==> src/rtl/seq_div_if.sv <==
// ============================================================================
// Module   : seq_div_if
// Brief    : Start/done handshake and result bundle for the seq_div divider.
//            master = requester side, slave = divider side.
// Revision : 1.0 - initial release
// ============================================================================
`default_nettype none

interface seq_div_if #(
  parameter int WIDTH = 4
);
  logic             start;
  logic [WIDTH-1:0] dividend;
  logic [WIDTH-1:0] divisor;
  logic             busy;
  logic             done;
  logic [WIDTH-1:0] quotient;
  logic [WIDTH-1:0] remainder;
  logic             div_zero;
  logic             ovf;

  modport master (
    output start, dividend, divisor,
    input  busy, done, quotient, remainder, div_zero, ovf
  );

  modport slave (
    input  start, dividend, divisor,
    output busy, done, quotient, remainder, div_zero, ovf
  );
endinterface

`default_nettype wire

==> src/rtl/seq_div.sv <==
// ============================================================================
// Module   : seq_div
// Brief    : Multi-cycle restoring divider, one quotient bit per clock, MSB
//            first. Start/done handshake through seq_div_if.
//            Optional macro SEQ_DIV_SIGNED_EN selects two's-complement
//            operands (magnitude division plus sign fix-up on completion).
// Revision : 1.0 - initial release
// ============================================================================
`default_nettype none

module seq_div #(
  parameter int WIDTH = 4
) (
  input  logic     clk,
  input  logic     rst,
  seq_div_if.slave bus
);

  localparam int CW = $clog2(WIDTH);

  typedef enum logic [1:0] {
    IDLE = 2'd0,
    CALC = 2'd1,
    DONE = 2'd2
  } state_t;

  state_t           state_q,  state_d;
  logic [WIDTH-1:0] q_q,      q_d;       // dividend shift register / quotient bits
  logic [WIDTH-1:0] d_q,      d_d;       // latched divisor
  // The partial remainder is always below the divisor between steps, so its
  // top bit is known zero and only WIDTH bits need storing.
  logic [WIDTH-1:0] r_q,      r_d;
  logic [CW-1:0]    count_q,  count_d;
  logic             busy_q,   busy_d;
  logic             done_q,   done_d;
  logic [WIDTH-1:0] quot_q,   quot_d;
  logic [WIDTH-1:0] rem_q,    rem_d;
  logic             dz_q,     dz_d;

`ifdef SEQ_DIV_SIGNED_EN
  logic             dvd_neg_q, dvd_neg_d;  // dividend was negative
  logic             quo_neg_q, quo_neg_d;  // operand signs differed
  logic             ovf_pend_q, ovf_pend_d;// most-negative / -1 detected
  logic             ovf_q,    ovf_d;

  function automatic logic [WIDTH-1:0] mag(input logic [WIDTH-1:0] v);
    return v[WIDTH-1] ? (~v + WIDTH'(1)) : v;
  endfunction
`endif

  logic             accept;
  logic [WIDTH:0]   r_shift;
  logic [WIDTH:0]   trial;

  assign accept  = bus.start && ((state_q == IDLE) || (state_q == DONE));
  assign r_shift = {r_q, q_q[WIDTH-1]};
  assign trial   = r_shift - {1'b0, d_q};

  // Next-state logic: one restoring step per CALC cycle, operand load on accept.
  always_comb begin
    state_d = state_q;
    q_d     = q_q;
    d_d     = d_q;
    r_d     = r_q;
    count_d = count_q;
    quot_d  = quot_q;
    rem_d   = rem_q;
    dz_d    = dz_q;
`ifdef SEQ_DIV_SIGNED_EN
    dvd_neg_d  = dvd_neg_q;
    quo_neg_d  = quo_neg_q;
    ovf_pend_d = ovf_pend_q;
    ovf_d      = ovf_q;
`endif

    case (state_q)
      CALC: begin
        // Keep the shifted value when the trial subtraction borrows.
        r_d     = trial[WIDTH] ? r_shift[WIDTH-1:0] : trial[WIDTH-1:0];
        q_d     = {q_q[WIDTH-2:0], ~trial[WIDTH]};
        count_d = count_q + CW'(1);
        if (count_q == CW'(WIDTH - 1)) begin
          state_d = DONE;
`ifdef SEQ_DIV_SIGNED_EN
          quot_d = quo_neg_q ? -q_d : q_d;
          rem_d  = dvd_neg_q ? -r_d : r_d;
          ovf_d  = ovf_pend_q;
`else
          quot_d = q_d;
          rem_d  = r_d;
`endif
        end
      end
      DONE:    state_d = IDLE;
      default: state_d = IDLE;
    endcase

    // A new request overrides the DONE->IDLE return so back-to-back works.
    if (accept) begin
      r_d     = '0;
      count_d = '0;
      dz_d    = 1'b0;
`ifdef SEQ_DIV_SIGNED_EN
      q_d        = mag(bus.dividend);
      d_d        = mag(bus.divisor);
      dvd_neg_d  = bus.dividend[WIDTH-1];
      quo_neg_d  = bus.dividend[WIDTH-1] ^ bus.divisor[WIDTH-1];
      ovf_pend_d = (bus.dividend == {1'b1, {(WIDTH-1){1'b0}}}) &&
                   (bus.divisor == '1);
      ovf_d      = 1'b0;
`else
      q_d     = bus.dividend;
      d_d     = bus.divisor;
`endif
      if (bus.divisor == '0) begin
        // Division by zero completes immediately with fixed results.
        state_d = DONE;
        quot_d  = '1;
        rem_d   = bus.dividend;
        dz_d    = 1'b1;
      end else begin
        state_d = CALC;
      end
    end

    busy_d = (state_d == CALC);
    done_d = (state_d == DONE);
  end

  // State and registered outputs, asynchronously cleared.
  always_ff @(posedge clk or posedge rst) begin
    if (rst) begin
      state_q <= IDLE;
      q_q     <= '0;
      d_q     <= '0;
      r_q     <= '0;
      count_q <= '0;
      busy_q  <= 1'b0;
      done_q  <= 1'b0;
      quot_q  <= '0;
      rem_q   <= '0;
      dz_q    <= 1'b0;
`ifdef SEQ_DIV_SIGNED_EN
      dvd_neg_q  <= 1'b0;
      quo_neg_q  <= 1'b0;
      ovf_pend_q <= 1'b0;
      ovf_q      <= 1'b0;
`endif
    end else begin
      state_q <= state_d;
      q_q     <= q_d;
      d_q     <= d_d;
      r_q     <= r_d;
      count_q <= count_d;
      busy_q  <= busy_d;
      done_q  <= done_d;
      quot_q  <= quot_d;
      rem_q   <= rem_d;
      dz_q    <= dz_d;
`ifdef SEQ_DIV_SIGNED_EN
      dvd_neg_q  <= dvd_neg_d;
      quo_neg_q  <= quo_neg_d;
      ovf_pend_q <= ovf_pend_d;
      ovf_q      <= ovf_d;
`endif
    end
  end

  assign bus.busy      = busy_q;
  assign bus.done      = done_q;
  assign bus.quotient  = quot_q;
  assign bus.remainder = rem_q;
  assign bus.div_zero  = dz_q;
`ifdef SEQ_DIV_SIGNED_EN
  assign bus.ovf       = ovf_q;
`else
  assign bus.ovf       = 1'b0;
`endif

endmodule

`default_nettype wire
==> src/flat_wrapper.sv <==
// flat-port wrapper written by rule: the top's interface ports become plain ports
module seq_div_flat 
#(
  parameter int WIDTH = 4
)
  (clk, rst, bus_start, bus_dividend, bus_divisor, bus_busy, bus_done, bus_quotient, bus_remainder, bus_div_zero, bus_ovf);
  seq_div_if #(.WIDTH(WIDTH)) bus_i ();
  input  logic clk;
  input  logic rst;
  input wire logic [$bits(bus_i.start)-1:0] bus_start;
  input wire logic [$bits(bus_i.dividend)-1:0] bus_dividend;
  input wire logic [$bits(bus_i.divisor)-1:0] bus_divisor;
  output wire logic [$bits(bus_i.busy)-1:0] bus_busy;
  output wire logic [$bits(bus_i.done)-1:0] bus_done;
  output wire logic [$bits(bus_i.quotient)-1:0] bus_quotient;
  output wire logic [$bits(bus_i.remainder)-1:0] bus_remainder;
  output wire logic [$bits(bus_i.div_zero)-1:0] bus_div_zero;
  output wire logic [$bits(bus_i.ovf)-1:0] bus_ovf;
  assign bus_i.start = bus_start;
  assign bus_i.dividend = bus_dividend;
  assign bus_i.divisor = bus_divisor;
  assign bus_busy = bus_i.busy;
  assign bus_done = bus_i.done;
  assign bus_quotient = bus_i.quotient;
  assign bus_remainder = bus_i.remainder;
  assign bus_div_zero = bus_i.div_zero;
  assign bus_ovf = bus_i.ovf;
  seq_div #(.WIDTH(WIDTH)) u_core (.clk(clk), .rst(rst), .bus(bus_i));
endmodule
==> config.mk <==
export PLATFORM = sky130hd
export DESIGN_NAME = seq_div_flat
export DESIGN_NICKNAME = d
export VERILOG_FILES = /design/src/rtl/seq_div_if.sv /design/src/rtl/seq_div.sv /design/src/flat_wrapper.sv
export SDC_FILE = /design/constraint.sdc
export NUM_CORES = 1
export LEC_CHECK = 0
export ABC_AREA = 1
export ABC_CLOCK_PERIOD_IN_PS = 1600
export BUFFER_PORTS_ARGS = -buffer_cell sky130_fd_sc_hd__buf_4
export CORE_UTILIZATION = 50
export CTS_CLUSTER_DIAMETER = 200
export DETAILED_ROUTE_END_ITERATION = 7
export PLACE_DENSITY_LB_ADDON = 0.08
export SYNTH_ARGS = -nofsm -noshare
export SYNTH_HDL_FRONTEND = slang
export SYNTH_SLANG_ARGS = --single-unit
==> constraint.sdc <==
create_clock -name clk -period 1.6 [get_ports clk]
set_clock_uncertainty 0.1 [all_clocks]
set_input_delay 0.24 -clock clk [delete_from_list [all_inputs] [get_ports clk]]
set_output_delay 0.24 -clock clk [all_outputs]
set_load 0.05 [all_outputs]
# After elaboration in Yosys (flattened, before gate mapping)
# Cells that the tools add are included.
# totals
ff_bits	27
# classes
addsub	2
n_eq_ne	5
n_mux	20
bitwise_logic	1
reduce_logical	5
# op_table
cell	count
$mux W4	13
$mux W2	6
$eq A2 B2 Y1 const B	3
$sub A5 B4 Y5	1
$eq A2 B1 Y1 const B	2
$logic_not A4 Y1	1
$add A2 B1 Y2 const B	1
$logic_not A2 Y1	1
$reduce_bool A2 Y1	1
$logic_and A1 B1 Y1	1
$logic_or A1 B1 Y1	1
$mux W1	1
$not A1 Y1	1

# Depth between registers and ports, before layout
# Gate-level depths: netlist (run 1).
# logic_depth
word_depth	6
depth_mapped	11
depth_no_buf	11

# Worst setup path after synthesis (run 1)
# Ideal clock, no wire load.
# synth_timing
kind	reg-to-reg
start	register u_core.d_q[0]
end	register u_core.rem_q[3], in the netlist u_core.bus.remainder[3]
setup_time_ns	0.117
arrival_time_ns	1.535
setup_slack_ns	-0.152
stages_incl_launch_ff	11
synth_period_minus_slack_ns	1.752
path_cell_list	dfrtp_1 ha_1 fa_1 inv_1 nand2_1 nand2_1 nand3_2 nand2_4 nand2_1 nand3_1 nand2_1
# synth_between
elab_chain_cells	6
# synth_rtl
item	line_no	source
from (decl)	seq_div.sv:29	logic [WIDTH-1:0] d_q, d_d;
from (signal assigned)	seq_div.sv:135	d_q <= '0;
from (signal assigned)	seq_div.sv:152	d_q <= d_d;
$sub A5 B4 Y5 (*)	seq_div.sv:57	assign trial = r_shift - {1'b0, d_q};
$mux W4 (*)	seq_div.sv:79	r_d = trial[WIDTH] ? r_shift[WIDTH-1:0] : trial[WIDTH-1:0];
$mux W4 (*)	seq_div.sv:82	if (count_q == CW'(WIDTH - 1)) begin
$mux W4 (*)	seq_div.sv:76	case (state_q)
$mux W4	seq_div.sv:115	if (bus.divisor == '0) begin
$mux W4 (*)	seq_div.sv:99	if (accept) begin
net u_core.rem_d[3]	seq_div.sv:37	logic [WIDTH-1:0] rem_q, rem_d;
to (signal assigned)	seq_div.sv:158	rem_q <= rem_d;
to (decl)	seq_div.sv:37	
# The timed path passes the listed nets; every way through them passes the cells marked *.
# A chain may end at the register's enable or synchronous reset.

# Worst setup path in the final report (run 1)
# layout_timing
start	register u_core.d_q[0]
end	register u_core.r_q[3]
# layout_between
elab_chain_cells	4
# layout_rtl
item	line_no	source
$sub A5 B4 Y5	seq_div.sv:57	
$mux W4	seq_div.sv:79	
$mux W4	seq_div.sv:76	
$mux W4	seq_div.sv:99	
to (signal assigned)	seq_div.sv:153	r_q <= r_d;
to (decl)	seq_div.sv:32	logic [WIDTH-1:0] r_q, r_d;
# No other way between the ends. The select of a mux whose other input is x is not followed.

==> out/metrics.csv, run 1 <==
metric,value,unit
Cells after Synth,158,
critical path class,reg -> reg,
Pre-antenna DRT Iters,4,
Final GP Congestion,0.839,
largest net degree at the start of global routing,28,
CTS tree,built,
Mapped Area,1440,um^2
CP max stage cell,dfrtp_1,
"CTS clk-pin slew, worst paths",0.15,ns
setup ws final,-0.202,ns
Synth warnings,0,
Residual DRC,0,
antenna cells,0,
CP startpoint kind,flip-flop,
worst hold slack,0.0266,ns
Congestion Overflow GR,0,
FF-to-FF Start,u_core.d_q[0],
starting density of the core,52.8,%
Critical Path Max Stage Delay,0.44,ns
Vias/cell,5.30,
gr usage total,21.4,%
max_cap viols,0,
layout overhead on the synthesized area,25.2,%
CP Capture Type,flip-flop,
final wirelength,3010,um
clk sink count,27,
CP Data Required Time,1.73,ns
Fin. Hold Viols,0,
CTS Buf Count,3,
worst setup path end,u_core.r_q[3],
Syn Area/Cell,9.13,um^2
clock buffer depth,2,
most used cells in the layout excluding fill and tap cells,"35 x nand2_1, 32 x buf_4, 27 x dfrtp_1",
share of cells above drive strength 1,35.6,%
Final ANT Viol Nets,0,
crit share post-route,113,%
worst skew pair latency,0.33,ns
reg2reg path depth,10,
max-slew violations,0,
failing checks,setup timing,
crit path from,u_core.d_q[0],
Core Box Area,2730,um^2
Die W,55.7,um
Tmin final,1.80,ns
die area,3100,um^2
#FFs+latches synth,27,
Total Nets Final,212,
CP Max Fanout,6,
outcome,"finished, violations left",
routed len/inst,13.4,um
sequential share of the synthesized area,46.8,%
drt initial violations,48,
H-tree levels,1,
Yosys top cell area share,46.8,%
number of global-route vias before repair,1144,
root buffer cell,clkbuf_4,
vias,1193,
"Arr. time, crit path",1.93,ns
HPWL Detailed,2230,um
Yosys cell types,31,
cell taking the most area after synthesis,dfrtp_1,
Area contributors post-synth,"dfrtp_1 47%, nand2_1 10%, nand3_1 6.2%",
IO Pins,23,
global-route wire length before repair,5090,um
R2R Setup Slk,-0.20,ns
RSZ-0062 raised after global routing,true,
RR Endpoint,u_core.r_q[3],
# setup viols final,10,
"commonest non-fill, non-tap cell in the layout",nand2_1,
crit-path cells,ha_4 -> fa_2 -> inv_2 -> nand2_2 -> nand2_2 -> nand3_4 -> nand2_4 -> nand2_1 -> nand3_1 -> nand2_1,
Tightest Hold Check Type,in -> reg,
Max Fclk,555,MHz
syn_nets,175,
# rows,19,
IO buf count,21,
die height,55.7,um
antenna violations before repair,0,
==> critical path, delay by kind of cell (launching register included) <==
kind / cells / cell delay [ns]
buf+inv: 1 / 0.07
fa+ha+maj: 2 / 0.52
flops: 1 / 0.44
simple gates: 7 / 0.57
==> cell type report <==
type / instances / area [um^2]
sequential: 27 / 676
multi-input combinational: 104 / 701
tap: 31 / 38.8
fill: 225 / 928
inverter: 26 / 114
clock buffer: 4 / 26.3
timing repair buffer: 33 / 250
==> metal layers <==
layer | share of wire (%) | track usage [%] | routed length (um)
met2 | 51 | 38.2 | 1540
met4 | 2.0 | 6.43 | 59
met5 | 0 | 0 | 0
met3 | 3.4 | 2.79 | 102
met1 | 44 | 26.9 | 1310
==> registers in the layout, indices dropped and copies added, names as in the netlist <==
register and cells:
u_core.bus.quotient 4, u_core.bus.remainder 4, u_core.d_q 4, u_core.q_q 4, u_core.r_q 4, u_core.count_q 2, u_core.state_q 2, u_core.bus.busy 1
u_core.bus.div_zero 1, u_core.bus.done 1
==> worst min-delay path by stage <==
stage	from	end	slack (ns)	depth (start not counted)
3_5_place_dp	rst	u_core.bus.quotient[2]	0.23	3
4_1_cts	bus_dividend[1]	u_core.q_q[1]	0.03	3
5_1_grt	bus_dividend[1]	u_core.q_q[1]	0.03	3
2_1_floorplan	rst	u_core.bus.busy	0.19	1
3_3_place_gp	rst	u_core.bus.quotient[1]	0.22	3
6_report	bus_dividend[1]	u_core.q_q[1]	0.03	3
==> metrics by stage <==
stage                     setup slack [ns]  util (%)  cells  cell area, um^2  TNS [ns]
after floorplan                    -0.0525         -    158             1450    -0.405
after global placement              -0.166      61.8    216             1690     -1.06
after detailed placement            -0.207      61.8    216             1690     -1.58
after CTS                           -0.165      64.5    223             1760     -1.42
after global routing                -0.274      66.0    225             1810     -2.50
final                               -0.202      66.0    225             1810     -1.74
==> logic make-up (layout without fill, tap and decap cells) <==
| group | after synthesis | after routing | share of synthesized area [%] |
|---|---|---|---|
| and+or+nand+nor | 80 | 80 | 30.6 |
| DFF | 27 | 27 | 46.8 |
| buffers and inverters | 27 | 63 | 8.41 |
| AOI/OAI and AO/OA | 16 | 16 | 7.55 |
| adders and majority gates | 6 | 6 | 5.72 |
| other | 1 | 1 | 0.260 |
| xor gates and xnor gates | 1 | 1 | 0.607 |
==> Yosys cell counts, drive strengths merged <==
cell and instances:
clkinv 2, a21oi 6, nand3 20, a22o 1
nand3b 2, ha 5, o221ai 3, fa 1
nand2 45, inv 24, o211ai 1, nor2 10
conb 1, xor2 1, or2 1, buf 1
o21ai 5, nand4 2, dfrtp 27
==> what timing repair did <==
item                                    CTS  global route
hold endpoints to repair                 27             0
gates resized for setup                   5             7
buffers inserted                          2             2
hold buffers                              1             0
pin swaps                                 1             4
endpoints found under the setup margin   10            10
Power of run 1 is not shown: default switching activity piles up to over one toggle a cycle in this logic, so the estimate is an artifact.
==> inputs of run 2 (changes only) <==
--- a/config.mk
+++ b/config.mk
@@ -9,9 +9,10 @@
 export ABC_CLOCK_PERIOD_IN_PS = 1600
 export BUFFER_PORTS_ARGS = -buffer_cell sky130_fd_sc_hd__buf_4
 export CORE_UTILIZATION = 50
-export CTS_CLUSTER_DIAMETER = 200
+export CTS_CLUSTER_DIAMETER = 30
 export DETAILED_ROUTE_END_ITERATION = 7
 export PLACE_DENSITY_LB_ADDON = 0.08
+export SKIP_CTS_REPAIR_TIMING = 1
 export SYNTH_ARGS = -nofsm -noshare
 export SYNTH_HDL_FRONTEND = slang
 export SYNTH_SLANG_ARGS = --single-unit
==> out/metrics.csv, run 2 (same netlist as run 1, synthesis figures left out) <==
metric,value,unit
Final GP Congestion,0.839,
crit-path cells,ha_2 -> fa_2 -> inv_2 -> nand3_1 -> nand3_4 -> nand3_1 -> nand3_2 -> nand2_1,
failing checks,setup timing,
Pre-antenna DRT Iters,4,
Fill cells,231,
DP Cell Count,216,
root buffer cell,clkbuf_4,
Final ANT Viol Nets,0,
CP max stage cell,dfrtp_1,
H-tree levels,1,
Critical Path Max Stage Delay,0.41,ns
drt initial violations,29,
CP Data Required Time,1.73,ns
"CTS clk-pin slew, worst paths",0.14,ns
max-slew violations,0,
most used cells in the layout excluding fill and tap cells,"36 x nand2_1, 28 x buf_4, 27 x dfrtp_1",
CTS tree,built,
IO Pins,23,
final wirelength,2980,um
layout overhead on the synthesized area,22.2,%
Vias/cell,5.21,
CP startpoint kind,flip-flop,
antenna cells,0,
outcome,"finished, violations left",
starting density of the core,52.8,%
CTS Buf Count,3,
clock buffer depth,2,
die area,3100,um^2
largest net degree at the start of global routing,28,
final std cells w/o fill,221,
IO buf count,21,
# setup viols final,10,
Congestion Overflow GR,0,
share of cells above drive strength 1,33.7,%
Max Fclk,554,MHz
Residual DRC,0,
vias,1151,
antenna violations before repair,0,
crit share post-route,113,%
critical path class,reg -> reg,
Total Nets Final,208,
# rows,19,
HPWL Detailed,2230,um
gr usage total,21.0,%
Tightest Hold Check Type,in -> reg,
routed len/inst,13.5,um
max_cap viols,0,
"Arr. time, crit path",1.94,ns
"most used cell, CP",nand3_1,
number of global-route vias before repair,1148,
"commonest non-fill, non-tap cell in the layout",nand2_1,
die height,55.7,um
Core Box Area,2730,um^2
CP Max Fanout,6,
Die W,55.7,um
setup ws final,-0.205,ns
global-route wire length before repair,5020,um
RSZ-0062 raised after global routing,true,
CP Capture Type,flip-flop,
worst skew pair latency,0.32,ns
Tmin final,1.81,ns
clk sink count,27,
Fin. Hold Viols,0,
==> run 2: changes by cell type in the layout (fill, tap and decap cells not counted) <==
cell	delta
buf_4	-4
ha_2	+1
ha_4	-1
inv_1	+1
inv_2	-1
nand2_1	+1
nand2_4	-1
nand3_1	-1
nand3_2	+1
==> run 2: metrics by stage <==
stage          instance area [um^2]  hold WS [ns]  utilization (%)  setup TNS [ns]  setup slack (ns)
2_1_floorplan                  1450         0.193                -          -0.405           -0.0525
3_3_place_gp                   1690         0.224             61.8           -1.06            -0.166
3_5_place_dp                   1690         0.231             61.8           -1.58            -0.207
4_1_cts                        1720        -0.133             62.7           -1.84            -0.233
5_1_grt                        1760        0.0390             64.5           -2.55            -0.280
6_report                       1760        0.0341             64.5           -1.72            -0.205
==> run 2: worst max-delay path, delay by kind of cell, from the launching register on <==
kind | cells | cell delay, ns
AND/OR/NAND/NOR | 5 | 0.59
adder cells (fa/ha/maj) | 2 | 0.55
flip-flops | 1 | 0.41
buffers and inverters | 1 | 0.07
==> run 2: worst paths after layout <==
path	startpoint	end	slack, ns	cells past startpoint
worst min register to register	u_core.bus.div_zero	u_core.bus.div_zero	0.40	2
worst max-delay path	u_core.d_q[0]	u_core.r_q[1]	-0.21	8
worst min-delay path	bus_dividend[1]	u_core.q_q[1]	0.03	3
max in group asynchronous	rst	u_core.d_q[0]	0.74	4
min in group asynchronous	rst	u_core.count_q[0]	0.41	4
worst max register to register	u_core.d_q[0]	u_core.r_q[1]	-0.21	8
==> run 2: final cells by class <==
cell class	instances	area (um^2)	share of cell area [%]
tap	31	38.8	2.20
sequential	27	676	38.3
clock buffer	4	26.3	1.49
inverter	26	114	6.46
multi-input combinational	104	688	39.0
timing repair buffer	29	220	12.5
==> run 2: layer usage <==
metal | global-route usage [%] | part of all wire [%]
met1 | 26.2 | 45
met4 | 6.43 | 2.0
met2 | 37.9 | 50
met3 | 2.79 | 2.8
met5 | 0 | 0
Power of run 2 is left out for the same reason.
